## src/rtl/me_search_ctrl.sv

```systemverilog
// Motion-estimation search sequencer: fetches SEARCH_ROWS reference rows, tags them through
// the PE-array latency, feeds masked SADs to the min-SAD post-processor and latches the result.
module me_search_ctrl #(
    parameter int SAD_BIT_WIDTH = 14,
    parameter int SEARCH_ROWS   = 32,
    parameter int PIPE_LATENCY  = 3
) (
    input  logic                     clk,
    input  logic                     rst,
    input  logic                     start,
    output logic                     busy,
    output logic                     done,
    output logic                     ref_row_req,
    output logic [4:0]               ref_row_addr,
    input  logic                     ref_row_ready,
    input  logic [SAD_BIT_WIDTH-1:0] pe_sad_in,
    input  logic [3:0]               pe_col_in,
    output logic                     pp_en,
    output logic [SAD_BIT_WIDTH-1:0] pp_msad_interim,
    output logic [3:0]               pp_index_interim,
    output logic [4:0]               pp_current_row,
    input  logic [SAD_BIT_WIDTH-1:0] pp_msad,
    input  logic [4:0]               pp_msad_col,
    input  logic [4:0]               pp_msad_row,
    output logic                     result_valid,
    output logic [SAD_BIT_WIDTH-1:0] result_sad,
    output logic [4:0]               result_col,
    output logic [4:0]               result_row
);

    typedef enum logic [2:0] {
        ST_IDLE   = 3'd0,
        ST_CLEAR  = 3'd1,
        ST_ISSUE  = 3'd2,
        ST_DRAIN  = 3'd3,
        ST_SETTLE = 3'd4,
        ST_REPORT = 3'd5
    } state_t;

    localparam logic [4:0] LAST_ROW   = 5'(SEARCH_ROWS - 1);
    localparam int         LAST_STAGE = PIPE_LATENCY - 1;

    state_t                   state_q, state_d;
    logic [4:0]               row_q, row_d;
    logic [PIPE_LATENCY-1:0]  vld_q, vld_d;
    logic [4:0]               tag_q [PIPE_LATENCY];
    logic [4:0]               tag_d [PIPE_LATENCY];
    logic                     result_valid_q, result_valid_d;
    logic [SAD_BIT_WIDTH-1:0] result_sad_q, result_sad_d;
    logic [4:0]               result_col_q, result_col_d;
    logic [4:0]               result_row_q, result_row_d;
    logic                     busy_s;
    logic                     accept_s;
    logic                     pipe_empty_s;

    assign busy_s       = (state_q != ST_IDLE);
    assign accept_s     = (state_q == ST_ISSUE) && ref_row_ready;
    assign pipe_empty_s = (vld_q == {PIPE_LATENCY{1'b0}});

    // Sequencer: next state, row counter, handshake/enable decode and result capture
    always_comb begin
        state_d        = state_q;
        row_d          = row_q;
        result_valid_d = result_valid_q;
        result_sad_d   = result_sad_q;
        result_col_d   = result_col_q;
        result_row_d   = result_row_q;
        pp_en          = 1'b0;
        ref_row_req    = 1'b0;
        done           = 1'b0;
        case (state_q)
            ST_IDLE: begin
                if (start) begin
                    state_d        = ST_CLEAR;
                    result_valid_d = 1'b0;
                end else begin
                    state_d = ST_IDLE;
                end
            end
            ST_CLEAR: begin
                row_d   = 5'd0;
                state_d = ST_ISSUE;
            end
            ST_ISSUE: begin
                pp_en       = 1'b1;
                ref_row_req = 1'b1;
                if (accept_s) begin
                    row_d = row_q + 5'd1;
                    if (row_q == LAST_ROW) begin
                        state_d = ST_DRAIN;
                    end else begin
                        state_d = ST_ISSUE;
                    end
                end else begin
                    row_d = row_q;
                end
            end
            ST_DRAIN: begin
                pp_en = 1'b1;
                if (pipe_empty_s) begin
                    state_d = ST_SETTLE;
                end else begin
                    state_d = ST_DRAIN;
                end
            end
            ST_SETTLE: begin
                // Post-processor has absorbed the final row by now; capture so done and result align
                pp_en          = 1'b1;
                state_d        = ST_REPORT;
                result_valid_d = 1'b1;
                result_sad_d   = pp_msad;
                result_col_d   = pp_msad_col;
                result_row_d   = pp_msad_row;
            end
            ST_REPORT: begin
                pp_en   = 1'b1;
                done    = 1'b1;
                state_d = ST_IDLE;
            end
            default: begin
                state_d = ST_IDLE;
            end
        endcase
    end

    // Row-tag delay line mirroring the PE-array latency
    always_comb begin
        vld_d = vld_q;
        tag_d = tag_q;
        if (busy_s) begin
            vld_d[0] = accept_s;
            tag_d[0] = row_q;
            for (int i = 1; i < PIPE_LATENCY; i++) begin
                vld_d[i] = vld_q[i-1];
                tag_d[i] = tag_q[i-1];
            end
        end else begin
            vld_d = {PIPE_LATENCY{1'b0}};
            for (int i = 0; i < PIPE_LATENCY; i++) begin
                tag_d[i] = 5'd0;
            end
        end
    end

    // Empty slots present all-ones so the post-processor's strict compare never fires
    always_comb begin
        if (vld_q[LAST_STAGE]) begin
            pp_msad_interim  = pe_sad_in;
            pp_index_interim = pe_col_in;
            pp_current_row   = tag_q[LAST_STAGE];
        end else begin
            pp_msad_interim  = {SAD_BIT_WIDTH{1'b1}};
            pp_index_interim = 4'd0;
            pp_current_row   = 5'd0;
        end
    end

    // State, counter, delay line and result registers
    always_ff @(posedge clk) begin
        if (rst) begin
            state_q        <= ST_IDLE;
            row_q          <= 5'd0;
            vld_q          <= {PIPE_LATENCY{1'b0}};
            for (int i = 0; i < PIPE_LATENCY; i++) begin
                tag_q[i] <= 5'd0;
            end
            result_valid_q <= 1'b0;
            result_sad_q   <= {SAD_BIT_WIDTH{1'b0}};
            result_col_q   <= 5'd0;
            result_row_q   <= 5'd0;
        end else begin
            state_q        <= state_d;
            row_q          <= row_d;
            vld_q          <= vld_d;
            tag_q          <= tag_d;
            result_valid_q <= result_valid_d;
            result_sad_q   <= result_sad_d;
            result_col_q   <= result_col_d;
            result_row_q   <= result_row_d;
        end
    end

    assign busy         = busy_s;
    assign ref_row_addr = row_q;
    assign result_valid = result_valid_q;
    assign result_sad   = result_sad_q;
    assign result_col   = result_col_q;
    assign result_row   = result_row_q;

endmodule
```

## config.mk

```make
export PLATFORM = sky130hd
export DESIGN_NAME = me_search_ctrl
export DESIGN_NICKNAME = d
export VERILOG_FILES = /design/src/rtl/me_search_ctrl.sv
export SDC_FILE = /design/constraint.sdc
export NUM_CORES = 1
export LEC_CHECK = 0
export CAP_MARGIN = 30
export CORE_ASPECT_RATIO = 1.4
export CORE_MARGIN = 3
export CORE_UTILIZATION = 42
export CTS_CLUSTER_DIAMETER = 40
export DETAILED_ROUTE_END_ITERATION = 16
export GPL_TIMING_DRIVEN = 0
export PLACE_DENSITY_LB_ADDON = 0.2
export RECOVER_POWER = 50
export SLEW_MARGIN = 20
export SYNTH_ARGS = -nofsm -noshare
export SYNTH_HDL_FRONTEND = slang
export SYNTH_SLANG_ARGS = --single-unit
```

## constraint.sdc

```tcl
create_clock -name clk -period 1.9 [get_ports clk]
set_input_delay 0.38 -clock clk [delete_from_list [all_inputs] [get_ports clk]]
set_output_delay 0.38 -clock clk [all_outputs]
set_load 0.02 [all_outputs]
```

After elaboration in Yosys (flattened, before gate mapping)
Cells that the tools add are included.
- bits in registers: 51
- input port bits: 46
- logic and storage cells: 45
- add/sub/neg operators: 1
- eq/ne operators: 8
- mux-type cells: 15
- bitwise operators: 1
- reduce and logical (&&, ||, !) cells: 10
- operator list (cell ; count):
    case mux 3 bit (5 select lines) ; 1
    2-to-1 mux 14 bit ; 1
    2-to-1 mux 5 bit ; 2
    case mux 5 bit (2 select lines) ; 1
    equality test 3 x 2 -> 1 bit (second input constant) ; 2
    equality test 3 bit (second input constant) ; 2
    logical NOT 3 bit ; 2
    2-to-1 mux 1 bit ; 6
    2-to-1 mux 3 bit ; 2
    adder 5 x 1 -> 5 bit (second input constant) ; 1
    equality test 5 bit (second input constant) ; 1
    2-to-1 mux 4 bit ; 1
    != test 2 bit (second input constant) ; 2
    AND reduction 2 bit ; 2
    nonzero test 2 bit ; 2
    OR reduction 4 bit ; 1
    equality test 3 x 1 -> 1 bit (second input constant) ; 1
    nonzero test 3 bit ; 1
    case mux 1 bit (2 select lines) ; 1
    OR reduction 2 bit ; 1
    logical AND 1 bit ; 1
    NOT 1 bit ; 1

Longest topological paths before layout
Gate-level depths: netlist of the first run.
- depth after elaboration: 4
- gate-level depth with buffers: 6
- gate-level depth less buffers: 6

Least setup slack after synthesis of the first run
OpenSTA, ideal clock, no wires.
- kind: register to output
- from: register state_q[2]
- to: output port done
- arrival time: 1.187 ns
- required time: 1.520 ns
- slack: 0.333 ns
- cell stages (with the launch flop): 4
- buffers on the path: 1
- cell sequence: dfxtp_1 -> clkbuf_2 -> clkinv_1 -> nor3b_1
- cells in the longest elaborated chain, start to end: 2
- RTL lines (item ; RTL line ; RTL):
    start: declaration ; 43 ; state_t state_q, state_d;
    start signal: assignment ; 172 ; state_q <= state_d;
    equality test 3 bit ; 71 ; case (state_q)
    2-to-1 mux 1 bit ; 71 ;
    end: declaration ; 12 ; output logic done,
Every way passes these cells.

Worst setup path in the final report of the first run
Same ends and word-level chain as after synthesis.

==> results.toml, run 1 <==
[status]
status = "finished clean"

[synth]
syn_inst = 225
synth_area_per_cell_um2 = 8.93
synth.area.top_cells = "dfxtp_1 (51%), nand2_1 (9.0%), a21oi_1 (6.5%), and3_1 (5.9%), nand2b_1 (4.7%)"
synth-seq-cells = 51
synth_cell_types = 38
syn_nets = 273
synthXorXnorAreaFrac = 0.00436
synth_top_family_by_area = "simple AND/OR/NAND/NOR gates"
synth-adder-area-share = 0.0125
synth_area_mm2 = 0.00201
yosysWarnings = 0
yosysSeqAreaShare = 0.508
synth_top_area_frac = 0.508
synthSimpleGateAreaFrac = 0.289
synthMuxAreaShare = 0.0131
synth_compound_area_frac = 0.120
synth_top_area_cell = "dfxtp_1"

[flow_run]
drv_cap = 0

[cts]
path_clk_slew_ns = 0.09
hold_buffers = 0
cts_tree = "built"
cts_max_path_buffers = 2
htreeDepth = 2
cts.sinks = 51
clk_latency_ns = 0.30
root_buffer = "clkbuf_8"
numCtsBuffers = 5

[timing]
fin_ws_ns = 0.104
tightestPinTransition_ns = 0.459
rsz0062_at_grt = "no"
clock_skew_ns = 0.00593
holdWs_ns = 0.451
min_period_ns = 1.80
slew_viol_final = 0
hold_viol = 0
finalSetupViolCount = 0
period_share = 0.946
slew_headroom = 0.694
max_freq_ghz = 0.557

[worst_setup_path]
crit_buf_inv = 3
crit_chain = "clkbuf_4 -> clkinv_1 -> nor3b_1 -> buf_2"
crit_fanout = 10
r2r_setup_slack_ns = 0.46
critical-path-top-delay-family = "buffers and inverters"
required_ns = 1.52
critical-path-max-stage-delay_ns = 0.34
setup.worst_path.class = "reg -> out"
end_kind = "output pin"
cp_slowest_cell = "dfxtp_1"
reg2reg_to = "result_sad[6]"
critPathArrivalTime_ns = 1.42
ff2ff_path_depth = 5
cp-start-kind = "flop"
reg2reg_from = "state_q[2]"

[cells_and_area]
nFillCells = 423
syn_to_final_growth_pct = 57.3
diodes = 0
fin_area_mm2 = 0.00316
final_common_cell = "clkdlybuf4s50_1"
drive_gt1_frac = 0.0808
final_cell_mix = "clkdlybuf4s50_1 (56), dfxtp_1 (49), nand2_1 (48)"
instances_no_fill = 396
layout.nets = 381

[detailed_routing]
drt_pre_antenna_iters = 4
drt_wl_total_um = 5180
drt_iter0_drc = 46
ant_nets = 0
vias_per_cell = 4.77
num_vias = 1889
post_drt_wl_per_cell_um = 13.1
drc = 0

[grt]
grt_pass1_wl_um = 8230
grt.total_usage = 0.186
grt_pass1_vias = 1718
grt_overflow_total = 0
antenna_found_initial = 0
grt_start_max_net_pins = 15

[power_and_ir_drop]
peakVddDrop_uv = 579
p_per_area_mw_per_mm2 = 674
p_leak_nw = 1.31

[min_path]
hold_start = "result_row[3]"
holdPathEnd = "result_row[3]"
hold_class = "reg -> reg"
hold_depth = 2

[place]
dp.cells = 389
placed_area_mm2 = 0.00311
numPortBuffers = 102
dp_hpwl_um = 4060
place.gp.congestion = 0.751
pre_cts_slack_ns = -0.163

[floorplanning]
die-area_mm2 = 0.00566
initial_core_util = 0.440
die_y_um = 87.8
die_w_um = 64.5
ios = 103
core_mm2 = 0.00457
num_rows = 29
==> cell families (layout without fill, tap and decap cells) <==
kind of cell,Yosys count,after routing
fa+ha+maj,2,2
buf+inv,22,131
compound gates,40,40
mux,2,2
simple gates,107,107
flops,51,51
xor+xnor,1,1
==> registers in the layout, indices dropped and copies added (netlist names) <==
name	flops
ref_row_addr	5
result_col	5
result_row	5
result_sad	14
result_valid	1
state_q	3
tag_q	15
vld_q	3
==> through the flow <==
stage | total power, mW | util | setup TNS [ns]
2_1_floorplan | 1.33 | - | 0
3_3_place_gp | 1.51 | 0.680 | -1.87
3_5_place_dp | 1.52 | 0.680 | -1.91
4_1_cts | 2.17 | 0.697 | -0.0342
5_1_grt | 2.22 | 0.691 | 0
6_report | 2.13 | 0.691 | 0
==> report_power, final <==
group          internal, mW  switching (mW)  leakage, nW
Sequential             1.09          0.0242        0.412
Combinational         0.181           0.168        0.849
Clock                 0.333           0.329       0.0515
Total                  1.61           0.521         1.31
==> synthesized netlist by cell type (all sizes together) <==
master	count
dfxtp	51
nand2	48
a21oi	26
and3	19
nand2b	15
and2	10
buf	9
clkbuf	8
nor3b	5
inv	4
a22o	3
nor3	3
o21ai	3
a31oi	2
ha	2
mux2	2
nor2	2
o22ai	2
a2111oi	1
a21o	1
and4bb	1
clkinv	1
nand4	1
nor4bb	1
o2111a	1
o211ai	1
or3	1
or3b	1
xor2	1
==> area by class of cell <==
type	instances	area [um^2]	area share
multi-input combinational	152	866	0.274
clock buffer	8	100	0.0317
timing repair buffer	102	977	0.309
tap	62	77.6	0.0245
inverter	5	18.8	0.00594
buffer	16	95.1	0.0301
sequential	51	1030	0.325
==> metal layers <==
layer | global-route usage | part of all wire | vias up | wire (um)
met5 | 0 | 0 | - | 0
met4 | 0.0692 | 0.016 | 0 | 82
met3 | 0.0578 | 0.081 | 5 | 422
met2 | 0.320 | 0.50 | 68 | 2560
met1 | 0.216 | 0.41 | 849 | 2110
li1 | - | - | 967 | -
==> worst register-to-register path, delay by kind of cell (launching register included) <==
family,cells,cell delay [ns]
AND/OR/NAND/NOR,2,0.46
AO/OA/AOI/OAI,1,0.12
buffers and inverters,2,0.46
flip-flops,1,0.34
==> how the worst max path moves through the flow <==
stage	slack, ns	cells after the start	from	end
6_report	0.10	4	state_q[2]	done
5_1_grt	0.01	3	vld_q[2]	pp_index_interim[3]
4_1_cts	-0.03	4	state_q[0]	busy
3_5_place_dp	-0.16	4	state_q[1]	busy
3_3_place_gp	-0.13	4	state_q[1]	busy
2_1_floorplan	0.33	3	state_q[2]	done
==> timing repair <==
action | CTS | global route
setup endpoints to repair | 27 | 5
gates cloned | 0 | 0
buffers inserted | 0 | 0
gates resized for setup | 38 | 6
Power figures use the tool's default switching activity.
==> run 2: changes to the inputs <==
--- a/config.mk
+++ b/config.mk
@@ -12,7 +12,7 @@
 export CTS_CLUSTER_DIAMETER = 40
 export DETAILED_ROUTE_END_ITERATION = 16
 export GPL_TIMING_DRIVEN = 0
-export PLACE_DENSITY_LB_ADDON = 0.2
+export PLACE_DENSITY = 0.84
 export RECOVER_POWER = 50
 export SLEW_MARGIN = 20
 export SYNTH_ARGS = -nofsm -noshare
==> results.toml, run 2 (synthesized netlist as in run 1, its figures left out) <==
[floorplanning]
die_y_um = 87.8
ios = 103
core_mm2 = 0.00457
die_w_um = 64.5
initial_core_util = 0.440
die-area_mm2 = 0.00566
num_rows = 29

[worst_setup_path]
crit_chain = "or3_4 -> buf_6 -> buf_6 -> buf_4"
cp-start-kind = "flop"
critical-path-top-delay-family = "buffers and inverters"
worstSetupStartpoint = "state_q[0]"
r2r_setup_slack_ns = 0.41
endpoint = "busy"
setup.worst_path.class = "reg -> out"
cp.depth = 4
crit_fanout = 10
required_ns = 1.52
critPathArrivalTime_ns = 1.46
crit_buf_inv = 3
end_kind = "output pin"
cp_slowest_cell = "dfxtp_4"
ff2ff_path_depth = 4
critical_path.most_common_cell = "buf_6"
reg2reg_to = "ref_row_addr[2]"
reg2reg_from = "ref_row_addr[0]"
critical-path-max-stage-delay_ns = 0.38

[flow_run]
drv_cap = 0

[timing]
slew_viol_final = 0
tightestPinTransition_ns = 0.449
fin_ws_ns = 0.0551
max_freq_ghz = 0.542
hold_viol = 0
slew_headroom = 0.701
clock_skew_ns = 0.00679
period_share = 0.971
min_period_ns = 1.84
rsz0062_at_grt = "no"
holdWs_ns = 0.453
finalSetupViolCount = 0

[cells_and_area]
multi_input_area_um2 = 871
instances_no_fill = 396
drive_gt1_frac = 0.0898
nFillCells = 394
fin_area_mm2 = 0.00316
finalCoreUtilization = 0.692
diodes = 0
regMostFlops = "tag_q"
final_common_cell = "clkdlybuf4s50_1"
largest_reg_flops = 15
syn_to_final_growth_pct = 57.5
final_cell_mix = "clkdlybuf4s50_1 (52), nand2_1 (48), dfxtp_1 (48)"
layout.nets = 382
regArea_mm2 = 0.00103

[cts]
cts_resized = 39
cts_max_path_buffers = 2
clk_latency_ns = 0.29
htreeDepth = 2
cts_tree = "built"
post_cts_buffers = 0
cts.sinks = 51
numCtsBuffers = 5
hold_buffers = 0
path_clk_slew_ns = 0.08
root_buffer = "clkbuf_8"

[place]
dp.cells = 389
pre_cts_slack_ns = -0.140
dp_hpwl_um = 4240
numPortBuffers = 102
place.gp.congestion = 0.785
placed_area_mm2 = 0.00311

[detailed_routing]
met2WireLength_um = 2920
drt_wl_total_um = 5430
routed.top_layer = "met4"
post_drt_wl_per_cell_um = 13.7
vias_per_cell = 4.81
wl_met3_um = 332
drt_iter0_drc = 72
drc = 0
wl_met1_um = 2070
drt_pre_antenna_iters = 4
num_vias = 1905
ant_nets = 0

[grt]
grt_start_max_net_pins = 15
grt_pass1_vias = 1817
grt.total_usage = 0.197
grt_pass1_wl_um = 8830
grt_overflow_total = 0
antenna_found_initial = 0

[status]
status = "finished clean"

[power_and_ir_drop]
p_per_area_mw_per_mm2 = 665
peakVddDrop_uv = 448
p_leak_nw = 1.32

[min_path]
hold_class = "reg -> reg"
[run 2: cell types whose count changed in the layout (fill, tap and decap cells not counted), moves of 2 or more]
cell | previous run | this run
buf_6 | 1 | 3
clkbuf_1 | 8 | 6
clkbuf_2 | 0 | 2
clkbuf_4 | 4 | 1
clkdlybuf4s50_1 | 56 | 52
dlygate4sd2_1 | 21 | 24
dlygate4sd3_1 | 19 | 23
dlymetal6s2s_1 | 2 | 0
[run 2: routing by layer]
layer  GRT usage  vias to the layer above
met5           0                        -
met4      0.0673                        0
met3      0.0424                       11
met2       0.379                       71
met1       0.210                      853
li1            -                      970
[run 2: final cells by class]
cell class,instances,share of cell area
tap,62,0.0245
multi-input combinational,152,0.275
inverter,5,0.00593
clock inverter,1,0.00158
timing repair buffer,102,0.309
clock buffer,6,0.0261
sequential,51,0.325
buffer,17,0.0332
[run 2: tightest hold or removal path, delay by kind of cell (launching register included)]
family / cells / cell delay (ns)
simple gates: 1 / 0.05
flops: 1 / 0.31
compound gates: 1 / 0.05
[run 2: how the worst min path moves through the flow]
stage	from	endpoint	slack, ns	depth (start not counted)
2_1_floorplan	tag_q[5]	tag_q[0]	0.44	1
3_3_place_gp	tag_q[11]	tag_q[6]	0.44	1
3_5_place_dp	tag_q[12]	tag_q[7]	0.45	1
4_1_cts	result_sad[11]	result_sad[11]	0.46	2
5_1_grt	tag_q[10]	tag_q[5]	0.47	1
6_report	result_row[3]	result_row[3]	0.45	2
[run 2: per-stage QoR]
| step | TNS [ns] | total power, mW |
|---|---|---|
| 6_report | 0 | 2.11 |
| 5_1_grt | 0 | 2.20 |
| 4_1_cts | -0.00194 | 2.11 |
| 3_5_place_dp | -1.88 | 1.52 |
| 3_3_place_gp | -1.23 | 1.51 |
| 2_1_floorplan | 0 | 1.33 |
[run 2: report_power, final]
part	total (mW)	internal [mW]	switching, mW
clock network	0.607	0.286	0.321
logic	0.382	0.205	0.177
registers	1.12	1.09	0.0238
total	2.11	1.58	0.521
==> run 3: changes to the inputs <==
--- a/config.mk
+++ b/config.mk
@@ -14,6 +14,7 @@
 export GPL_TIMING_DRIVEN = 0
 export PLACE_DENSITY = 0.84
 export RECOVER_POWER = 50
+export REMOVE_ABC_BUFFERS = 1
 export SLEW_MARGIN = 20
 export SYNTH_ARGS = -nofsm -noshare
 export SYNTH_HDL_FRONTEND = slang
==> results.toml, run 3 (synthesized netlist as in run 1, its figures left out) <==
[cells_and_area]
instances_no_fill = 382
fin_area_mm2 = 0.00311
multi_input_area_um2 = 876
finalCoreUtilization = 0.680
regMostFlops = "tag_q"
layout.nets = 367
largest_reg_flops = 15
syn_to_final_growth_pct = 54.7
diodes = 0
drive_gt1_frac = 0.0688
nFillCells = 397
final_cell_mix = "clkdlybuf4s50_1 (51), nand2_1 (48), dfxtp_1 (47)"
regArea_mm2 = 0.00103
final_common_cell = "clkdlybuf4s50_1"

[floorplanning]
initial_core_util = 0.440
die-area_mm2 = 0.00566
die_y_um = 87.8
num_rows = 29
die_w_um = 64.5
core_mm2 = 0.00457
ios = 103

[worst_setup_path]
end_kind = "output pin"
worstSetupStartpoint = "pe_col_in[2]"
critPathArrivalTime_ns = 1.38
crit_fanout = 1
required_ns = 1.52
cp-start-kind = "primary input"
setup.worst_path.class = "in -> out"
reg2reg_from = "state_q[0]"

[cts]
clk_latency_ns = 0.30
cts_max_path_buffers = 2
path_clk_slew_ns = 0.09
htreeDepth = 2
numCtsBuffers = 5
cts.sinks = 51
cts_tree = "built"
root_buffer = "clkbuf_8"

[detailed_routing]
drt_iter0_drc = 88
post_drt_wl_per_cell_um = 13.6
vias_per_cell = 4.93
num_vias = 1885
drt_wl_total_um = 5200
ant_nets = 0
drt_pre_antenna_iters = 4
drc = 0

[timing]
finalSetupViolCount = 0
hold_viol = 0
slew_headroom = 0.398
slew_viol_final = 0
rsz0062_at_grt = "no"
fin_ws_ns = 0.140
clock_skew_ns = 0.00496
max_freq_ghz = 0.568
min_period_ns = 1.76
tightestPinTransition_ns = 0.902
holdWs_ns = 0.453
period_share = 0.926
fin_setup_tns_ns = 0

[grt]
grt_pass1_wl_um = 8380
antenna_found_initial = 0
grt_start_max_net_pins = 27
grt_overflow_total = 0
grt.total_usage = 0.189
grt_pass1_vias = 1834

[flow_run]
drv_cap = 0

[place]
dp_hpwl_um = 3800
numPortBuffers = 102
dp.cells = 373
placed_area_mm2 = 0.00305
pre_cts_slack_ns = -0.419
place.gp.congestion = 0.780

[power_and_ir_drop]
p_per_area_mw_per_mm2 = 713
p_leak_nw = 1.26
peakVddDrop_uv = 509
total_power_mw = 2.22

[status]
status = "finished clean"

[min_path]
hold_class = "reg -> reg"
hold_start = "result_row[2]"
run 3: cell count changes in the layout (fill, tap and decap cells not counted), moves of 2 or more:
cell,previous run,this run
and2_1,9,7
buf_6,3,0
buf_2,5,0
buf_4,3,1
dlygate4sd2_1,24,21
and2_0,1,3
nor3b_2,2,0
run 3: layout make-up:
type,instances,share of cell area
clock buffer,6,0.0266
sequential,51,0.332
inverter,5,0.00604
multi-input combinational,152,0.282
clock inverter,2,0.0113
timing repair buffer,104,0.318
tap,62,0.0249
run 3: routing by layer:
layer | vias up | wire length (um) | global-route usage | share of wire
met4 | 0 | 97 | 0.0750 | 0.019
met2 | 57 | 2900 | 0.378 | 0.56
met3 | 9 | 307 | 0.0462 | 0.059
met1 | 879 | 1890 | 0.181 | 0.36
li1 | 940 | - | - | -
met5 | - | 0 | 0 | 0
run 3: final timing paths:
path,to,slack (ns),cells past startpoint
setup reg to reg,result_col[4],0.25,3
hold / removal,result_row[2],0.45,2
setup / recovery,pp_index_interim[2],0.14,3
hold reg to reg,result_row[2],0.45,2
run 3: what timing repair did:
item                                    CTS  global route
hold buffers                              0             0
gates resized for setup                  31             9
buffers inserted                          1             0
endpoints found under the hold margin     0             0
pin swaps                                 1             0
endpoints found under the setup margin   30             7
run 3: worst max-delay path, cell delays in order:
cell and delay, ns:
dlygate4sd3_1 0.53, and2_1 0.16, dlygate4sd2_1 0.32
run 3: where the power goes:
part | internal, mW | switching, mW
logic | 0.168 | 0.146
clock network | 0.426 | 0.342
registers | 1.09 | 0.0423
